### src/rtl/wave_ram_read_arbiter.sv
`default_nettype none
// +--------------------------------------------------------------------------+
// | wave_ram_read_arbiter: round-robin share of one wavetable RAM read port   |
// | Revision: 1.0                                                             |
// +--------------------------------------------------------------------------+
module wave_ram_read_arbiter #(
  parameter int NUM_REQ = 4,
  parameter int ADDR_W  = 11,
  parameter int BANK_W  = 2,
  parameter int DATA_W  = 16,
  parameter int RAM_LAT = 1
) (
  input  logic                      clk,
  input  logic                      rst,
  input  logic [NUM_REQ-1:0]        i_req,
  input  logic [NUM_REQ*ADDR_W-1:0] i_req_addr,
  input  logic [NUM_REQ*BANK_W-1:0] i_req_bank,
  input  logic                      i_hold,
  output logic [NUM_REQ-1:0]        o_gnt,
  output logic                      o_ram_re,
  output logic [ADDR_W-1:0]         o_ram_addr,
  output logic [BANK_W-1:0]         o_ram_bank,
  input  logic [DATA_W-1:0]         i_ram_rdata,
  output logic [NUM_REQ-1:0]        o_rvalid,
  output logic [DATA_W-1:0]         o_rdata,
  output logic                      o_busy
);

  localparam int c_PTR_W = (NUM_REQ > 1) ? $clog2(NUM_REQ) : 1;

  logic [c_PTR_W-1:0] r_ptr;
  logic [c_PTR_W-1:0] w_idx;
  logic [c_PTR_W-1:0] w_win;
  logic [c_PTR_W-1:0] w_ptr_nxt;
  logic [NUM_REQ-1:0] w_elig;
  logic [NUM_REQ-1:0] w_win_oh;
  logic               w_any;
  logic               w_any_tag;

  logic [NUM_REQ-1:0] r_gnt;
  logic               r_re;
  logic [ADDR_W-1:0]  r_addr;
  logic [BANK_W-1:0]  r_bank;
  logic [NUM_REQ-1:0] r_tag [RAM_LAT];
  logic [NUM_REQ-1:0] r_rvalid;
  logic [DATA_W-1:0]  r_rdata;

  // A voice in its grant cycle may still show req; masking with r_gnt prevents a double grant.
  assign w_elig = i_req & ~r_gnt & {NUM_REQ{~i_hold}};
  assign w_any  = |w_elig;

  // Scan downward so the last hit is the first eligible index at or above r_ptr.
  always_comb begin
    w_win = '0;
    w_idx = '0;
    for (int k = NUM_REQ - 1; k >= 0; k--) begin
      w_idx = c_PTR_W'((int'(r_ptr) + k) % NUM_REQ);
      if (w_elig[w_idx]) begin
        w_win = w_idx;
      end
    end
  end

  assign w_win_oh  = NUM_REQ'(1) << w_win;
  assign w_ptr_nxt = (w_win == c_PTR_W'(NUM_REQ - 1)) ? '0 : w_win + 1'b1;

  always_comb begin
    w_any_tag = 1'b0;
    for (int i = 0; i < RAM_LAT; i++) begin
      w_any_tag = w_any_tag | (|r_tag[i]);
    end
  end

  always_ff @(posedge clk) begin
    if (rst) begin
      r_ptr    <= '0;
      r_gnt    <= '0;
      r_re     <= 1'b0;
      r_addr   <= '0;
      r_bank   <= '0;
      r_rvalid <= '0;
      r_rdata  <= '0;
      for (int i = 0; i < RAM_LAT; i++) begin
        r_tag[i] <= '0;
      end
    end else begin
      r_gnt <= w_any ? w_win_oh : '0;
      r_re  <= w_any;
      if (w_any) begin
        r_addr <= i_req_addr[w_win*ADDR_W +: ADDR_W];
        r_bank <= i_req_bank[w_win*BANK_W +: BANK_W];
        r_ptr  <= w_ptr_nxt;
      end
      // The tag follows the read through the RAM so the sample returns to its voice.
      r_tag[0] <= r_gnt;
      for (int i = 1; i < RAM_LAT; i++) begin
        r_tag[i] <= r_tag[i-1];
      end
      r_rvalid <= r_tag[RAM_LAT-1];
      if (|r_tag[RAM_LAT-1]) begin
        r_rdata <= i_ram_rdata;
      end
    end
  end

  assign o_gnt      = r_gnt;
  assign o_ram_re   = r_re;
  assign o_ram_addr = r_addr;
  assign o_ram_bank = r_bank;
  assign o_rvalid   = r_rvalid;
  assign o_rdata    = r_rdata;
  assign o_busy     = r_re | w_any_tag | (|r_rvalid);

endmodule
`default_nettype wire
### config.mk
export PLATFORM = sky130hd
export DESIGN_NAME = wave_ram_read_arbiter
export DESIGN_NICKNAME = d
export VERILOG_FILES = /design/src/rtl/wave_ram_read_arbiter.sv
export SDC_FILE = /design/constraint.sdc
export NUM_CORES = 1
export LEC_CHECK = 0
export ABC_AREA = 0
export ABC_CLOCK_PERIOD_IN_PS = 2240
export CELL_PAD_IN_SITES_DETAIL_PLACEMENT = 1
export CELL_PAD_IN_SITES_GLOBAL_PLACEMENT = 1
export CORE_UTILIZATION = 28
export CTS_BUF_LIST = sky130_fd_sc_hd__clkbuf_4 sky130_fd_sc_hd__clkbuf_8
export CTS_CLUSTER_SIZE = 16
export DETAILED_ROUTE_END_ITERATION = 8
export PLACE_DENSITY = 0.84
export SLEW_MARGIN = 20
export SYNTH_ARGS = -nofsm -noshare
export SYNTH_HDL_FRONTEND = slang
export SYNTH_SLANG_ARGS = --single-unit
### constraint.sdc
create_clock -name clk -period 2.24 [get_ports clk]
set_clock_uncertainty 0.1 [all_clocks]
set_input_delay 0.224 -clock clk [delete_from_list [all_inputs] [get_ports clk]]
set_output_delay 0.224 -clock clk [all_outputs]
set_load 0.02 [all_outputs]
Word-level counts from Yosys, hierarchy flattened
Memory sizes are Yosys's and may differ from the RTL's.
Index checks and enable logic that the tools add are counted.
{"block": "totals", "regBits": 40, "ramBits": 4, "output_inout_bits": 39, "wordCells": 51, "mem_count": 1}
{"name": "r_tag", "words": 1, "word_bits": 4, "rd": 1, "rd_ports_with_merged_regs": 0, "wr": 1, "line_no": "44", "text": "logic [NUM_REQ-1:0] r_tag [RAM_LAT];"}
{"block": "classes", "add_sub_neg": 4, "mul": 1, "n_lt_le_gt_ge": 4, "n_eq_ne": 1, "shifts": 3, "muxes": 18, "bitwise_logic": 7, "reduce_logical": 5}
{"op": "variable part select 44 x 7 -> 11 bit", "count": 1}
{"op": "OR reduction 4 bit", "count": 4}
{"op": "< comparator 2 x 3 -> 1 bit, second input constant", "count": 4}
{"op": "two-way mux 2 bit", "count": 5}
{"op": "bitwise AND 4 bit", "count": 2}
{"op": "binary-select mux 1 bit (select 2 bit)", "count": 4}
{"op": "two-way mux 1 bit", "count": 8}
{"op": "variable part select 8 x 4 -> 2 bit", "count": 1}
{"op": "multiplier 2 x 4 -> 6 bit, second input constant", "count": 1}
{"op": "adder 2 x 1 -> 2 bit, second input constant", "count": 2}
{"op": "adder 2 bit, second input constant", "count": 2}
{"op": "two-way mux 4 bit", "count": 1}
{"op": "NOT 4 bit", "count": 1}
{"op": "<< shifter 1 x 2 -> 4 bit, first input constant", "count": 1}
{"op": "== test 2 bit, second input constant", "count": 1}
{"op": "NOT 1 bit", "count": 2}
{"op": "OR 1 bit", "count": 2}
{"op": "OR reduction 2 bit", "count": 1}

Longest topological paths before layout
Gate-level depths: netlist of run 1.
{"block": "depth", "word_depth": 11, "depth_mapped": 7}

Least setup slack after synthesis of run 1
No wires, ideal clock.
{"block": "synth_timing", "path_type": "flip-flop to flip-flop", "startpoint": "register r_gnt[2] (netlist: o_gnt[2])", "endpoint": "register r_addr[10] (netlist: o_ram_addr[10])", "setup_ns": 0.129, "arrival_ns": 1.800, "path_slack_ns": 0.211, "stages_incl_launch_ff": 7, "n_path_buf": 1, "synth_period_minus_slack_ns": 2.029, "cell_sequence": "dfxtp_1 > or3b_4 > o32a_4 > nor2_8 > buf_12 > mux2i_1 > o211ai_1"}
{"block": "synth_between", "elab_chain_cells": 11}
{"element": "start: declaration", "line_no": "40", "text": "logic [NUM_REQ-1:0] r_gnt;"}
{"element": "start signal: assignment", "line_no": "87", "text": "r_gnt <= w_any ? w_win_oh : '0;"}
{"element": "NOT 4 bit (*)", "line_no": "49", "text": "assign w_elig = i_req & ~r_gnt & {NUM_REQ{~i_hold}};"}
{"element": "bitwise AND 4 bit (*) (2 in series)", "line_no": "49"}
{"element": "binary-select mux 1 bit (select 2 bit)", "line_no": "58", "text": "if (w_elig[w_idx]) begin"}
{"element": "two-way mux 1 bit (not written as such)", "line_no": "58"}
{"element": "two-way mux 2 bit (4 in series)", "line_no": "58"}
{"element": "multiplier 2 x 4 -> 6 bit", "line_no": "90", "text": "r_addr <= i_req_addr[w_win*ADDR_W +: ADDR_W];"}
{"element": "variable part select 44 x 7 -> 11 bit", "line_no": "90"}
{"element": "end signal: assignment", "line_no": "90"}
{"element": "end: declaration", "line_no": "42", "text": "logic [ADDR_W-1:0] r_addr;"}
Mark *: on every way between the ends. The rest lies on a longest branch, timed or not. The select of a mux whose other input is x is not followed.
A chain may end at the register's enable or synchronous reset.

Worst setup path after layout of run 1
{"block": "layout_timing", "startpoint": "input i_req[2]", "endpoint": "register r_addr[7] (netlist: o_ram_addr[7])"}
{"block": "layout_between", "elab_chain_cells": 10}
{"element": "start: declaration", "line_no": "15", "text": "input logic [NUM_REQ-1:0] i_req,"}
{"element": "bitwise AND 4 bit (*) (2 in series)", "line_no": "49"}
{"element": "binary-select mux 1 bit (select 2 bit)", "line_no": "58"}
{"element": "two-way mux 1 bit (not written as such)", "line_no": "58"}
{"element": "two-way mux 2 bit (4 in series)", "line_no": "58"}
{"element": "multiplier 2 x 4 -> 6 bit", "line_no": "90"}
{"element": "variable part select 44 x 7 -> 11 bit", "line_no": "90"}
Marks and branches as above.

==> impl_metrics.toml, run 1 <==
[yosys]
synthCells = 233
ys_seq_elements = 44
netlist-cell-type-count = 36
synth_top_area_share_pct = 43.2
synth_area_sq_mm = 0.00204
syn_nets = 308
yosys_warnings = 0
synth_seq_area_share_pct = 43.2
syn_avg_cell_area_sq_um = 8.75
synth_area_leader_cell = "dfxtp_1"
synth.area.top_cells = "dfxtp_1 (43%), nand2_1 (8.5%), mux2i_1 (6.4%)"

[detailed_routing]
vias = 2163
vias_per_cell = 4.83
drc = 0
drtAntennaViolNets = 0
wirelength_um = 6780
wl_per_cell_um = 15.1
drt-initial-drc-count = 41
first_pass_iters = 4

[setup_path]
critical_path.max_stage_delay_ns = 0.50
path_buf_inv = 2
crit_arrival_ns = 2.21
path_max_fanout = 26
required_ns = 2.32
r2r_start = "o_gnt[2]$_SDFF_PP0_"
path_class = "in -> reg"
cp-end-kind = "flop"
crit_start = "i_req[2]"
slowest_stage = "clkdlybuf4s50_1"
crit_family = "compound AO/OA/AOI/OAI gates"
crit_chain = "clkdlybuf4s50_1, or3b_4, o32ai_2, buf_12, a21boi_0, o21ai_0, o211ai_1"
crit_path_start_kind = "primary input"

[grt]
use_met1_pct = 20.5
globalRouteTotalUtil_pct = 18.6
met2_usage_pct = 34.1
globalRouteMet3Util_pct = 6.16
grt_pass1_wl_um = 10700
antenna_found_initial = 0
overflow = 0
first_global_vias = 2237
grt_max_degree = 27
grt-busiest-layer = "met2"

[cts]
root_buffer = "clkbuf_8"
clockBufferDepth = 2
clock_latency_ns = 0.30
ctsHoldBuffers = 0
postCtsSetupRepairBufs = 0
clk_pin_slew_ns = 0.09
clock_sinks = 44
htreeDepth = 2
cts_tree = "done"
cts_resized = 0
numCtsBuffers = 5

[timing]
rsz0062_at_grt = "no"
post-route-min-period_ns = 2.14
fin_crit_sh_pct = 95.4
slew_viol_final = 0
worst_slew_pin_slew_ns = 0.614
max_clock_freq_mhz = 468
finalSetupViolCount = 0
report.final.hold_viol_count = 0
relSlewSlack_pct = 59.0
setup_tns_ns = 0

[pwr]
p_per_area_mw_per_mm2 = 604
ir_drop_mv = 0.330
p_total_mw = 2.10
p_leak_nw = 1.32

[floorplanning]
dieArea_sq_mm = 0.00762
row_count = 30
io-pin-count = 114
start_util_pct = 29.5
die_y_um = 87.3
coreArea_sq_mm = 0.00691
fp.dieW_um = 87.3

[job]
timing.max_cap.violations = 0

[run_status]
status = "completed"

[layout]
nets = 426
insertedDiodeCount = 0
final_util_pct = 50.4
area_delta_synth_final_pct = 70.8
fill_cells = 792
drive_gt1_share_pct = 8.52
fin_cells = 448

[hold_path]
hp-class = "reg -> reg"
hold_start = "o_rdata[5]$_SDFFE_PP0P_"

[place]
dp.final_hpwl_um = 5280
io_buffers = 113
routabilityCongestion = 0.848
dp.cells = 440
## cell usage after synthesis
master	instances
and2_1	1
o21ai_1	3
o32ai_2	1
or4_1	1
nor3b_1	1
dfxtp_1	44
and4b_1	1
and3b_1	1
o21a_1	2
nor2b_1	10
nand2_1	46
nand3_1	1
nor2_1	5
nand2b_1	4
o211ai_1	13
o211a_1	2
clkbuf_1	11
or3b_4	1
o21ai_2	1
o32a_4	1
mux2i_1	13
a41oi_1	2
o221a_2	2
a21oi_1	17
nor3_1	2
inv_1	2
and3_1	13
or2_2	1
buf_2	2
a21boi_0	13
nor4_1	1
o21ai_0	11
xnor2_1	1
and2b_1	1
buf_12	1
nor2_8	1
## routing by layer
metal	up-vias	share of wire (%)
li1	1059	-
met1	999	41
met2	101	49
met3	4	9.2
met4	0	0.60
met5	-	0
## layout by cell type (no fill, tap or decap), types with 2 or more instances in the layout
| master | instances |
|---|---|
| a21oi_1 | 17 |
| nor3_1 | 2 |
| o21ai_1 | 4 |
| clkdlybuf4s50_1 | 113 |
| buf_4 | 8 |
| o21ai_0 | 10 |
| a41oi_1 | 2 |
| o221a_2 | 2 |
| buf_12 | 4 |
| o211a_1 | 2 |
| mux2i_1 | 13 |
| nor2b_1 | 10 |
| o21a_1 | 2 |
| clkbuf_8 | 5 |
| and3_1 | 13 |
| inv_1 | 2 |
| a21boi_0 | 13 |
| nand2_1 | 46 |
| nand2b_1 | 4 |
| dfxtp_1 | 44 |
| o211ai_1 | 13 |
| nor2_1 | 4 |
## through the flow
step / worst slack (ns) / hold WS, ns / instance area (sq um)
after floorplan: 0.211 / 0.264 / 2040
after global placement: -0.120 / 0.337 / 3360
after detailed placement: -0.188 / 0.348 / 3360
after CTS: 0.126 / 0.347 / 3480
after global routing: 0.0305 / 0.377 / 3480
final: 0.103 / 0.357 / 3480
## area by class of cell
class | count | area [sq um] | share of cell area (%)
clock buffers | 5 | 68.8 | 1.98
clock inverters | 3 | 46.3 | 1.33
inverters | 2 | 7.51 | 0.216
multi-input cells | 173 | 1090 | 31.2
flip-flops and latches | 44 | 881 | 25.3
well taps | 96 | 120 | 3.45
repair buffers | 125 | 1270 | 36.5
## flip-flops by register name, indices dropped and copies added, names as in the netlist
| register | cells |
|---|---|
| o_rvalid | 4 |
| o_ram_re | 1 |
| o_ram_addr | 11 |
| r_ptr | 2 |
| o_ram_bank | 2 |
| r_tag | 4 |
| o_rdata | 16 |
| o_gnt | 4 |
## worst register-to-register path, delay by kind of cell (launching register included)
| kind | cells | cell delay [ns] |
|---|---|---|
| compound gates | 4 | 0.86 |
| buf+inv | 1 | 0.20 |
| flops | 1 | 0.35 |
| simple gates | 1 | 0.42 |
## report_power, final
part           switching, mW  internal, mW  total, mW  leakage, nW
logic                  0.264         0.336      0.600        0.906
clock network          0.295         0.336      0.631       0.0548
registers             0.0360         0.836      0.872        0.359
total                  0.595          1.51       2.10         1.32
## worst paths after layout
path	slack [ns]	to	cells after the start
min	0.36	o_rdata[5]$_SDFFE_PP0P_	2
max	0.10	o_ram_addr[7]$_SDFFE_PP0N_	7
min reg2reg	0.36	o_rdata[5]$_SDFFE_PP0P_	2
max reg2reg	0.19	o_ram_addr[7]$_SDFFE_PP0N_	6
## kinds of logic (layout without fill, tap and decap cells)
kind of cell	after synthesis	in the layout	synth area share (%)
compound gates	68	68	23.2
mux	13	13	6.38
flops	44	44	43.2
simple gates	91	91	22.9
xor+xnor	1	1	0.430
buf+inv	16	135	3.87
No activity file was read; power rests on OpenSTA's default activity.
==> run 2, diff against run 1 <==
--- a/config.mk
+++ b/config.mk
@@ -9,6 +9,7 @@
 export ABC_CLOCK_PERIOD_IN_PS = 2240
 export CELL_PAD_IN_SITES_DETAIL_PLACEMENT = 1
 export CELL_PAD_IN_SITES_GLOBAL_PLACEMENT = 1
+export CORE_ASPECT_RATIO = 1.5
 export CORE_UTILIZATION = 28
 export CTS_BUF_LIST = sky130_fd_sc_hd__clkbuf_4 sky130_fd_sc_hd__clkbuf_8
 export CTS_CLUSTER_SIZE = 16
==> run 2 against run 1 <==
Net effect:
- die area barely moved
- wire length down 1.2%
- critical path type unchanged
- fmax fell by 0.83%
- highest routed layer unchanged
==> impl_metrics.toml, run 2 (synthesis results as in run 1) <==
[run_status]
status = "completed"

[layout]
area_delta_synth_final_pct = 69.7
final_common_cell = "clkdlybuf4s50_1"
fill_cells = 833
multi_input_area_sq_mm = 0.00109
largest_reg_flops = 16
final_util_pct = 49.8
drive_gt1_share_pct = 9.04
insertedDiodeCount = 0
seq_area_sq_um = 881
most-common-layout-cells = "clkdlybuf4s50_1 (113), nand2_1 (46), dfxtp_1 (44)"
nets = 428

[setup_path]
required_ns = 2.31
slowest_stage = "clkdlybuf4s50_1"
crit_family = "buffers and inverters"
crit_arrival_ns = 2.22
cp-end-kind = "flop"
crit_path_start_kind = "primary input"
path_class = "in -> reg"
path_max_fanout = 10
critical_path.max_stage_delay_ns = 0.50
reg2reg_slack_ns = 0.18
path_buf_inv = 2
crit_chain = "clkdlybuf4s50_1, or3b_4, o32a_4, nor2_8, buf_12, mux2i_1, o211ai_1"

[timing]
max_clock_freq_mhz = 464
post-route-min-period_ns = 2.15
finalSetupViolCount = 0
timing.final.ws_setup_ns = 0.0857
relSlewSlack_pct = 60.5
rsz0062_at_grt = "no"
fin_crit_sh_pct = 96.2
worst_slew_pin_slew_ns = 0.592
slew_viol_final = 0
report.final.hold_viol_count = 0

[place]
routabilityCongestion = 0.856
dp.final_hpwl_um = 5360
io_buffers = 113
dp_worst_setup_slack_ns = -0.219

[grt]
antenna_found_initial = 0
grt_pass1_wl_um = 10900
overflow = 0
globalRouteTotalUtil_pct = 18.3
first_global_vias = 2347
grt_max_degree = 27

[detailed_routing]
wl_per_cell_um = 15.5
first_pass_iters = 4
wirelength_um = 6700
drc = 0
drtAntennaViolNets = 0
vias_per_cell = 5.01
drt-initial-drc-count = 41
vias = 2164

[cts]
cts_tree = "done"
clockBufferDepth = 2
clock_sinks = 44
postCtsSetupRepairBufs = 0
root_buffer = "clkbuf_8"
numCtsBuffers = 5
clk_pin_slew_ns = 0.09
clock_latency_ns = 0.30
htreeDepth = 2
cts_resized = 0
ctsHoldBuffers = 0

[pwr]
p_per_area_mw_per_mm2 = 605
ir_drop_mv = 0.269
p_total_mw = 2.09
p_leak_nw = 1.33

[floorplanning]
coreArea_sq_mm = 0.00694
start_util_pct = 29.4
io-pin-count = 114
dieArea_sq_mm = 0.00763
row_count = 37
fp.dieW_um = 71.7
die_y_um = 106

[hold_path]
hp-class = "reg -> reg"

[job]
timing.max_cap.violations = 0
-- run 2: area by class of cell --
class,instances,area share (%)
Multi-Input combinational cell,173,31.4
Clock buffer,6,2.21
Timing Repair Buffer,127,36.8
Clock inverter,2,1.01
Sequential cell,44,25.5
Inverter,2,0.217
Tap cell,78,2.82
-- run 2: final timing paths --
| check | start | endpoint | depth (start not counted) |
|---|---|---|---|
| worst min register to register | o_rdata[10]$_SDFFE_PP0P_ | o_rdata[10]$_SDFFE_PP0P_ | 2 |
| worst min-delay path | o_rdata[10]$_SDFFE_PP0P_ | o_rdata[10]$_SDFFE_PP0P_ | 2 |
| worst max register to register | o_gnt[2]$_SDFF_PP0_ | o_ram_addr[10]$_SDFFE_PP0N_ | 6 |
| worst max-delay path | i_req[2] | o_ram_addr[10]$_SDFFE_PP0N_ | 7 |
-- run 2: per-stage QoR --
step / hold slack, ns / setup TNS (ns) / instance area, sq um / instances
floorplan: 0.264 / 0 / 2040 / 233
global placement: 0.338 / -1.49 / 3340 / 424
detailed placement: 0.344 / -2.24 / 3340 / 424
CTS: 0.356 / 0 / 3460 / 432
global route: 0.376 / 0 / 3460 / 432
finish: 0.351 / 0 / 3460 / 432
-- run 2: power by group --
part,total [mW],leakage [nW],switching [mW],internal (mW)
clock,0.621,0.0586,0.278,0.344
sequential,0.872,0.359,0.0358,0.836
combinational,0.599,0.912,0.264,0.335
total,2.09,1.33,0.577,1.51
-- run 2: metal layers --
layer | vias up | GRT usage (%) | share of wire, %
li1 | 1057 | - | -
met1 | 975 | 18.5 | 38
met2 | 116 | 34.5 | 52
met3 | 16 | 4.93 | 7.6
met4 | 0 | 7.14 | 2.4
met5 | - | 0 | 0
-- run 2: worst min-delay path: stages (launching register included) --
cell and delay [ns]:
dfxtp_1 0.31, nand2_1 0.05, a21oi_1 0.05
